$ cat src/rtl/machine_timer_pkg.sv
// Shared constants for the machine timer: register word indices, control bits
// and the bus handshake state encoding.
package machine_timer_pkg;

  localparam logic [2:0] REG_MTIME_LO    = 3'd0;
  localparam logic [2:0] REG_MTIME_HI    = 3'd1;
  localparam logic [2:0] REG_MTIMECMP_LO = 3'd2;
  localparam logic [2:0] REG_MTIMECMP_HI = 3'd3;
  localparam logic [2:0] REG_CONTROL     = 3'd4;
  localparam logic [2:0] REG_PRESCALE    = 3'd5;

  localparam int CTRL_COUNT_EN = 0;
  localparam int CTRL_IRQ_EN   = 1;

  typedef enum logic [1:0] {
    ST_IDLE = 2'd0,
    ST_ACK  = 2'd1,
    ST_WAIT = 2'd2
  } bus_state_t;

endpackage

$ cat src/rtl/timer_counter.sv
// 64-bit mtime counter advanced by a down-counting prescaler; bus word loads
// override the tick for the whole counter on the same edge.
module timer_counter #(
  parameter int PRESCALE_WIDTH = 16
) (
  input  logic                      i_clock,
  input  logic                      i_reset,
  input  logic                      i_enable,
  input  logic [PRESCALE_WIDTH-1:0] i_reload,
  input  logic                      i_reload_load,
  input  logic [PRESCALE_WIDTH-1:0] i_reload_data,
  input  logic                      i_load_lo,
  input  logic                      i_load_hi,
  input  logic [31:0]               i_load_data,
  output logic [63:0]               o_mtime
);

  logic [PRESCALE_WIDTH-1:0] presc_q, presc_d;
  logic [63:0]               mtime_q, mtime_d;
  logic                      tick;

  always_comb begin
    tick    = i_enable && (presc_q == '0);
    presc_d = presc_q;
    if (i_reload_load) begin
      presc_d = i_reload_data;
    end else if (i_enable) begin
      presc_d = tick ? i_reload : presc_q - 1'b1;
    end

    // A load of either word suppresses the tick so the other word stays put.
    mtime_d = mtime_q;
    if (i_load_lo || i_load_hi) begin
      if (i_load_lo) mtime_d[31:0]  = i_load_data;
      if (i_load_hi) mtime_d[63:32] = i_load_data;
    end else if (tick) begin
      mtime_d = mtime_q + 64'd1;
    end
  end

  always_ff @(posedge i_clock) begin
    if (i_reset) begin
      presc_q <= '0;
      mtime_q <= '0;
    end else begin
      presc_q <= presc_d;
      mtime_q <= mtime_d;
    end
  end

  assign o_mtime = mtime_q;

endmodule

$ cat src/rtl/machine_timer.sv
// Memory-mapped machine timer: bus handshake FSM, register file, coherent
// 64-bit read shadow and registered mtime >= mtimecmp interrupt level.
module machine_timer
  import machine_timer_pkg::*;
#(
  parameter int PRESCALE_WIDTH = 16
) (
  input  logic        i_clock,
  input  logic        i_reset,
  input  logic        i_request,
  input  logic        i_rw,
  input  logic [31:0] i_address,
  input  logic [31:0] i_wdata,
  output logic [31:0] o_rdata,
  output logic        o_ready,
  output logic        o_interrupt
);

  bus_state_t                state_q, state_d;
  logic                      ready_q, ready_d;
  logic [31:0]               rdata_q, rdata_d;
  logic [31:0]               shadow_q, shadow_d;
  logic [1:0]                ctrl_q, ctrl_d;
  logic [PRESCALE_WIDTH-1:0] reload_q, reload_d;
  logic [63:0]               mtimecmp_q, mtimecmp_d;
  logic                      irq_q, irq_d;

  logic        accept, wr, rd;
  logic [2:0]  reg_idx;
  logic [31:0] reload_ext;
  logic [63:0] mtime;
  logic        unused_addr;

  assign unused_addr = ^{i_address[31:5], i_address[1:0]};

  always_comb begin
    reg_idx = i_address[4:2];
    accept  = (state_q == ST_IDLE) && i_request;
    wr      = accept && i_rw;
    rd      = accept && !i_rw;

    reload_ext                      = '0;
    reload_ext[PRESCALE_WIDTH-1:0]  = reload_q;

    state_d = state_q;
    case (state_q)
      ST_IDLE: if (i_request) state_d = ST_ACK;
      ST_ACK:  state_d = ST_WAIT;
      ST_WAIT: if (!i_request) state_d = ST_IDLE;
      default: state_d = ST_IDLE;
    endcase
    ready_d = accept;

    rdata_d  = rdata_q;
    shadow_d = shadow_q;
    if (rd) begin
      case (reg_idx)
        REG_MTIME_LO: begin
          rdata_d  = mtime[31:0];
          shadow_d = mtime[63:32];
        end
        REG_MTIME_HI:    rdata_d = shadow_q;
        REG_MTIMECMP_LO: rdata_d = mtimecmp_q[31:0];
        REG_MTIMECMP_HI: rdata_d = mtimecmp_q[63:32];
        REG_CONTROL:     rdata_d = {30'd0, ctrl_q};
        REG_PRESCALE:    rdata_d = reload_ext;
        default:         rdata_d = '0;
      endcase
    end

    ctrl_d     = ctrl_q;
    reload_d   = reload_q;
    mtimecmp_d = mtimecmp_q;
    if (wr) begin
      case (reg_idx)
        REG_MTIMECMP_LO: mtimecmp_d[31:0]  = i_wdata;
        REG_MTIMECMP_HI: mtimecmp_d[63:32] = i_wdata;
        REG_CONTROL:     ctrl_d            = i_wdata[1:0];
        REG_PRESCALE:    reload_d          = i_wdata[PRESCALE_WIDTH-1:0];
        default:         ;
      endcase
    end

    irq_d = ctrl_q[CTRL_IRQ_EN] && (mtime >= mtimecmp_q);
  end

  timer_counter #(
    .PRESCALE_WIDTH(PRESCALE_WIDTH)
  ) u_counter (
    .i_clock      (i_clock),
    .i_reset      (i_reset),
    .i_enable     (ctrl_q[CTRL_COUNT_EN]),
    .i_reload     (reload_q),
    .i_reload_load(wr && (reg_idx == REG_PRESCALE)),
    .i_reload_data(i_wdata[PRESCALE_WIDTH-1:0]),
    .i_load_lo    (wr && (reg_idx == REG_MTIME_LO)),
    .i_load_hi    (wr && (reg_idx == REG_MTIME_HI)),
    .i_load_data  (i_wdata),
    .o_mtime      (mtime)
  );

  always_ff @(posedge i_clock) begin
    if (i_reset) begin
      state_q    <= ST_IDLE;
      ready_q    <= 1'b0;
      rdata_q    <= '0;
      shadow_q   <= '0;
      ctrl_q     <= '0;
      reload_q   <= '0;
      mtimecmp_q <= '1;
      irq_q      <= 1'b0;
    end else begin
      state_q    <= state_d;
      ready_q    <= ready_d;
      rdata_q    <= rdata_d;
      shadow_q   <= shadow_d;
      ctrl_q     <= ctrl_d;
      reload_q   <= reload_d;
      mtimecmp_q <= mtimecmp_d;
      irq_q      <= irq_d;
    end
  end

  assign o_ready     = ready_q;
  assign o_rdata     = rdata_q;
  assign o_interrupt = irq_q;

endmodule

$ cat config.mk
export PLATFORM = sky130hd
export DESIGN_NAME = machine_timer
export DESIGN_NICKNAME = d
export VERILOG_FILES = /design/src/rtl/machine_timer_pkg.sv /design/src/rtl/timer_counter.sv /design/src/rtl/machine_timer.sv
export SDC_FILE = /design/constraint.sdc
export NUM_CORES = 1
export LEC_CHECK = 0
export ABC_AREA = 0
export CORE_ASPECT_RATIO = 1.4
export CORE_UTILIZATION = 45
export DETAILED_ROUTE_END_ITERATION = 12
export SLEW_MARGIN = 20
export SYNTH_ARGS = -nofsm -noshare
export SYNTH_HDL_FRONTEND = slang
export SYNTH_SLANG_ARGS = --single-unit
export TNS_END_PERCENT = 50
$ cat constraint.sdc
create_clock -name i_clock -period 5.7 [get_ports i_clock]
set_input_delay 1.14 -clock i_clock [delete_from_list [all_inputs] [get_ports i_clock]]
set_output_delay 1.14 -clock i_clock [all_outputs]
set_load 0.03 [all_outputs]
# After elaboration in Yosys (flattened, before gate mapping)
# Index checks and enable logic that the tools add are counted.
# totals
register_bits,230
inputBits,68
out_inout_bits,34
wordCells,60
# op_classes
add_sub_neg,2
order_cmp,1
n_eq_ne,11
muxes,11
n_reduce_logical,23
# ops
operator,n
case mux 32 bit (6 select lines),1
two-way mux 64 bit,2
"adder 64 x 1 -> 64 bit, second input constant",1
greater-or-equal comparator 64 bit,1
two-way mux 32 bit,2
two-way mux 16 bit,3
zero test 16 bit,1
AND reduction 2 bit,8
"subtractor 16 x 1 -> 16 bit, second input constant",1
logical AND 1 bit,8
"equality test 3 x 2 -> 1 bit, second input constant",2
"equality test 3 bit, second input constant",2
case mux 2 bit (3 select lines),1
two-way mux 2 bit,2
"!= test 2 x 1 -> 1 bit, second input constant",2
"!= test 2 bit, second input constant",2
nonzero test 2 bit,2
"equality test 3 x 1 -> 1 bit, second input constant",1
zero test 3 bit,1
"equality test 2 x 1 -> 1 bit, second input constant",1
"equality test 2 bit, second input constant",1
zero test 2 bit,1
zero test 1 bit,1
logical OR 1 bit,1

# Depth between registers and ports, before layout
# logic_depth
depth_word,7
mapped_depth,10
ltp_nobuf,8

# By module
# From an unflattened synthesis, not the netlist that was laid out.
# unflattened
hier_cells,1723
hier_area_um2,13280.2
# modules_own_cells
module,n_inst,cells_each,area_per_inst_um2,seq_area_each_um2
machine_timer,1,1006,8031.5,3002.9
timer_counter,1,717,5248.8,1601.5

# Worst setup path before layout
# Ideal clock, no wire load.
# synth_path
kind,input-to-reg
startpoint,in i_address[3]
endpoint,reg shadow_q[10]
setup_time_ns,0.070
arrival_ns,2.896
required_ns,5.630
slack_ns,2.734
stages,9
n_path_buf,5
path_cell_list,clkbuf_1 > clkbuf_1 > nor3_1 > clkbuf_1 > nor2b_1 > clkbuf_1 > clkbuf_1 > nand2_1 > a21oi_1
# synth_between
elab_chain_cells,2
# synth_rtl
element,line,source
start: declaration,machine_timer.sv:12,"input logic [31:0] i_address,"
zero test 3 bit,machine_timer.sv:57,case (reg_idx)
AND reduction 2 bit (no line),--,
end signal: assignment,machine_timer.sv:116,shadow_q <= shadow_d;
end: declaration,machine_timer.sv:22,"logic [31:0] shadow_q, shadow_d;"
# No other way between the ends.
# A chain may end at the register's enable or synchronous reset.

# Worst setup path in the final report
# layout_path
startpoint,in i_request
endpoint,reg u_counter.mtime_q[38] (netlist: u_counter.o_mtime[38])
# layout_between
elab_chain_cells,6
word_cells_on_any_way,9
cone_classes,eq/ne (1); mux (1); reduce/logical (7)
# layout_rtl
element,line,source
start: declaration,machine_timer.sv:10,"input logic i_request,"
logical AND 1 bit (*),machine_timer.sv:38,accept = (state_q == ST_IDLE) && i_request;
logical AND 1 bit (*),machine_timer.sv:39,wr = accept && i_rw;
"logical AND 1 bit, on equally long branches","machine_timer.sv:96, machine_timer.sv:97",
logical OR 1 bit,timer_counter.sv:33,if (i_load_lo || i_load_hi) begin
!= test 2 x 1 -> 1 bit (no line) / nonzero test 2 bit (equally long branches),--,
AND reduction 2 bit (no line),--,
end signal: assignment,timer_counter.sv:47,mtime_q <= mtime_d;
end: declaration,timer_counter.sv:19,"logic [63:0] mtime_q, mtime_d;"
# Every way passes the cells marked *; elsewhere a longest branch is shown, timed or not.

==> results.sh <==
export IMPL_start_kind="primary input"
export IMPL_clk_latency_ns=0.55
export IMPL_synth_top_family_by_area="compound AO/OA/AOI/OAI gates"
export IMPL_cts_resized=0
export IMPL_grt_pass1_wl_um=66320
export IMPL_wire_per_inst_um=20.94
export IMPL_yosysSeqAreaShare_pct=36.03
export IMPL_ir_drop_v=0.0002362
export IMPL_critPathRequiredTime_ns=6.13
export IMPL_path_clk_slew_ns=0.06
export IMPL_final_setup_tns_ns=0
export IMPL_hold_path_startpoint="shadow_q[2]$_SDFFE_PP0P_"
export IMPL_synth_compound_area_share_pct=26.33
export IMPL_rsz0062_at_grt="false"
export IMPL_min_to="shadow_q[2]$_SDFFE_PP0P_"
export IMPL_yosys_area_share_adder_pct=6.462
export IMPL_hold_violations=0
export IMPL_synth_edf_count=0
export IMPL_status="completed"
export IMPL_routed_wl_um=42490
export IMPL_final_setup_viol_count=0
export IMPL_holdPathStages=2
export IMPL_yosys_warnings=0
export IMPL_fin_nets=1774
export IMPL_yosysUniqueCellTypes=83
export IMPL_synth_seq_cells=230
export IMPL_cts_buffers=26
export IMPL_cts_path_max_buffers=3
export IMPL_synthMuxAreaShare_pct=3.358
export IMPL_reg2reg_depth=8
export IMPL_period_needed_ns=3.660
export IMPL_overflow=0
export IMPL_dr_pass1_iters=7
export IMPL_skew_ns=0.02725
export IMPL_relSlewSlack_pct=28.36
export IMPL_p_leak_nw=5.684
export IMPL_synth_xor_xnor_area_share_pct=0.2056
export IMPL_syn_inst=1616
export IMPL_avgSynthCellArea_um2=7.908
export IMPL_hold_class="reg -> reg"
export IMPL_fmax_mhz=273.2
export IMPL_synth_simple_gate_area_share_pct=21.62
export IMPL_route_detailed_drc=0
export IMPL_io_pins=102
export IMPL_synthFlopType="dfxtp_1"
export IMPL_layout_common_cells="nand2_1 (268), dfxtp_1 (230), a21oi_1 (176), nor2_1 (123), inv_1 (76)"
export IMPL_clock_sinks=230
export IMPL_h_tree_depth=1
export IMPL_cts_tree="built"
export IMPL_cp_data_arrival_time_ns=4.09
export IMPL_grt_start_max_net_pins=74
export IMPL_place_gp_congestion=0.8684
export IMPL_cts_root_buf="clkbuf_16"
export IMPL_fp_dieArea_mm2=0.02909
export IMPL_postCtsSetupBuffers=0
export IMPL_synth_async_sr_flop_share_pct=0
export IMPL_dp_hpwl_um=29660
export IMPL_antenna_found_initial=0
export IMPL_area_growth_pct=14.81
export IMPL_r2r_start="u_counter.presc_q[0]$_SDFFE_PP0P_"
export IMPL_max_cap_viol_count=0
export IMPL_dr_total_vias=12410
export IMPL_rrSetupSlack_ns=2.29
export IMPL_portBuffers=72
export IMPL_total_power_mw=3.680
export IMPL_grt_usage_pct=29.56
export IMPL_fp_row_count=72
export IMPL_drtIter0Drc=873
export IMPL_syn_cell_area_mm2=0.01278
export IMPL_core_area_mm2=0.02775
export IMPL_fin_crit_sh_pct=64.21
export IMPL_powerDensity_mw_per_mm2=250.8
export IMPL_initial_core_util_pct=46.06
export IMPL_via_per_inst=6.117
export IMPL_tightestPinTransition_ns=1.071
export IMPL_finalMaxSlewViolations=0
export IMPL_dieHeight_um=201.4
export IMPL_grt_pass1_vias=11670
export IMPL_synth_nets=1750
export IMPL_critPathKind="in -> reg"
export IMPL_ant_nets=0
export IMPL_r2r_end="u_counter.o_mtime[22]$_SDFFE_PP0P_"
export IMPL_drive_gt1_share_pct=7.957
export IMPL_dieWidth_um=144.4
export IMPL_antenna_cells=0
export IMPL_cts_hold_buffers=0
export IMPL_crit_path_max_fanout=68
export IMPL_end_kind="flip-flop"
export IMPL_final_common_cell="nand2_1"
[final cells by class]
cell class                 count  area (um2)
clock inverter                 7       63.81
clock buffer                  40       794.5
inverter                      77       289.0
fill                        2755       13070
sequential                   230        4604
tap                          370       462.9
timing repair buffer         109        1008
multi-input combinational   1196        7450
[per-stage QoR]
stage	util, %	setup WS (ns)	hold WS (ns)	area, um2	std cells
5_1_grt	52.88	1.848	0.4697	14670	2029
4_1_cts	52.88	2.081	0.4542	14670	2029
3_3_place_gp	49.79	1.547	0.4418	13810	1982
2_1_floorplan	-	2.734	0.4331	12780	1616
6_report	52.88	2.040	0.4533	14670	2029
3_5_place_dp	49.79	1.539	0.4462	13810	1982
[metal layers]
| layer | GRT usage (%) | up-vias | routed length [um] |
|---|---|---|---|
| met2 | 50.57 | 382 | 20990 |
| met3 | 2.475 | 91 | 2045 |
| li1 | - | 5962 | - |
| met1 | 36.87 | 5976 | 17520 |
| met5 | 0 | - | 0 |
| met4 | 14.32 | 0 | 1935 |
[sequential cells by signal, summed over array words and instances (netlist names)]
register / cells
ctrl_q: 2
mtimecmp_q: 64
o_interrupt: 1
o_rdata: 32
o_ready: 1
reload_q: 16
shadow_q: 32
state_q: 2
u_counter.o_mtime: 64
u_counter.presc_q: 16
[cells in the mapped netlist (5+ instances only)]
cell,number,area (um2)
mux4_2,14,315.3
or3_1,10,62.56
dfxtp_1,230,4604
a32o_1,9,90.09
a211oi_1,16,120.1
clkbuf_1,89,334.1
and3_1,18,112.6
nand2_1,268,1006
a211oi_2,6,75.07
inv_1,76,285.3
o31ai_1,11,82.58
a221oi_1,6,52.55
mux2i_1,8,80.08
and2_1,9,56.30
a311oi_1,9,78.83
nor2b_1,15,93.84
o41ai_1,6,52.55
nor4_1,11,68.82
o21ai_0,61,305.3
buf_2,13,65.06
nor2_1,123,461.7
nand3b_1,5,37.54
a21oi_1,176,880.8
ha_1,66,825.8
nand2b_1,7,43.79
nand4_1,25,156.4
nor3_1,39,195.2
o22ai_1,16,100.1
o211ai_1,68,510.5
a31o_2,5,43.79
a31oi_1,13,81.33
and4_1,15,131.4
a21o_1,13,97.59
nand3_1,36,180.2
buf_1,5,18.77
a22oi_1,38,285.3
[worst max-delay path by stage]
stage,from,end,slack (ns)
after global placement,i_request,u_counter.o_mtime[38]$_SDFFE_PP0P_,1.55
after global routing,i_request,u_counter.o_mtime[38]$_SDFFE_PP0P_,1.85
after CTS,i_request,u_counter.o_mtime[38]$_SDFFE_PP0P_,2.08
after detailed placement,i_request,u_counter.o_mtime[38]$_SDFFE_PP0P_,1.54
after floorplan,i_address[3],shadow_q[10]$_SDFFE_PP0P_,2.73
final,i_request,u_counter.o_mtime[38]$_SDFFE_PP0P_,2.04
[power by group]
part           internal, mW  switching [mW]  total, mW
Combinational         0.117           0.213      0.330
Sequential             1.63          0.0222       1.66
Clock                  1.00           0.693       1.69
Total                  2.75           0.929       3.68
[critical path, cell delays in order]
cell,delay [ns]
clkdlybuf4s50_1,0.54
nand4bb_1,0.11
buf_4,0.18
nor3_4,0.81
buf_12,0.38
nor2_1,0.15
o21ai_0,0.33
nor3_1,0.11
a221o_1,0.29
[cell families after synthesis]
family / count (synthesis)
compound gates: 505
xor+xnor: 3
fa+ha+maj: 66
buf+inv: 190
flops: 230
mux: 25
simple gates: 597
(Power assumes the default switching activity.)
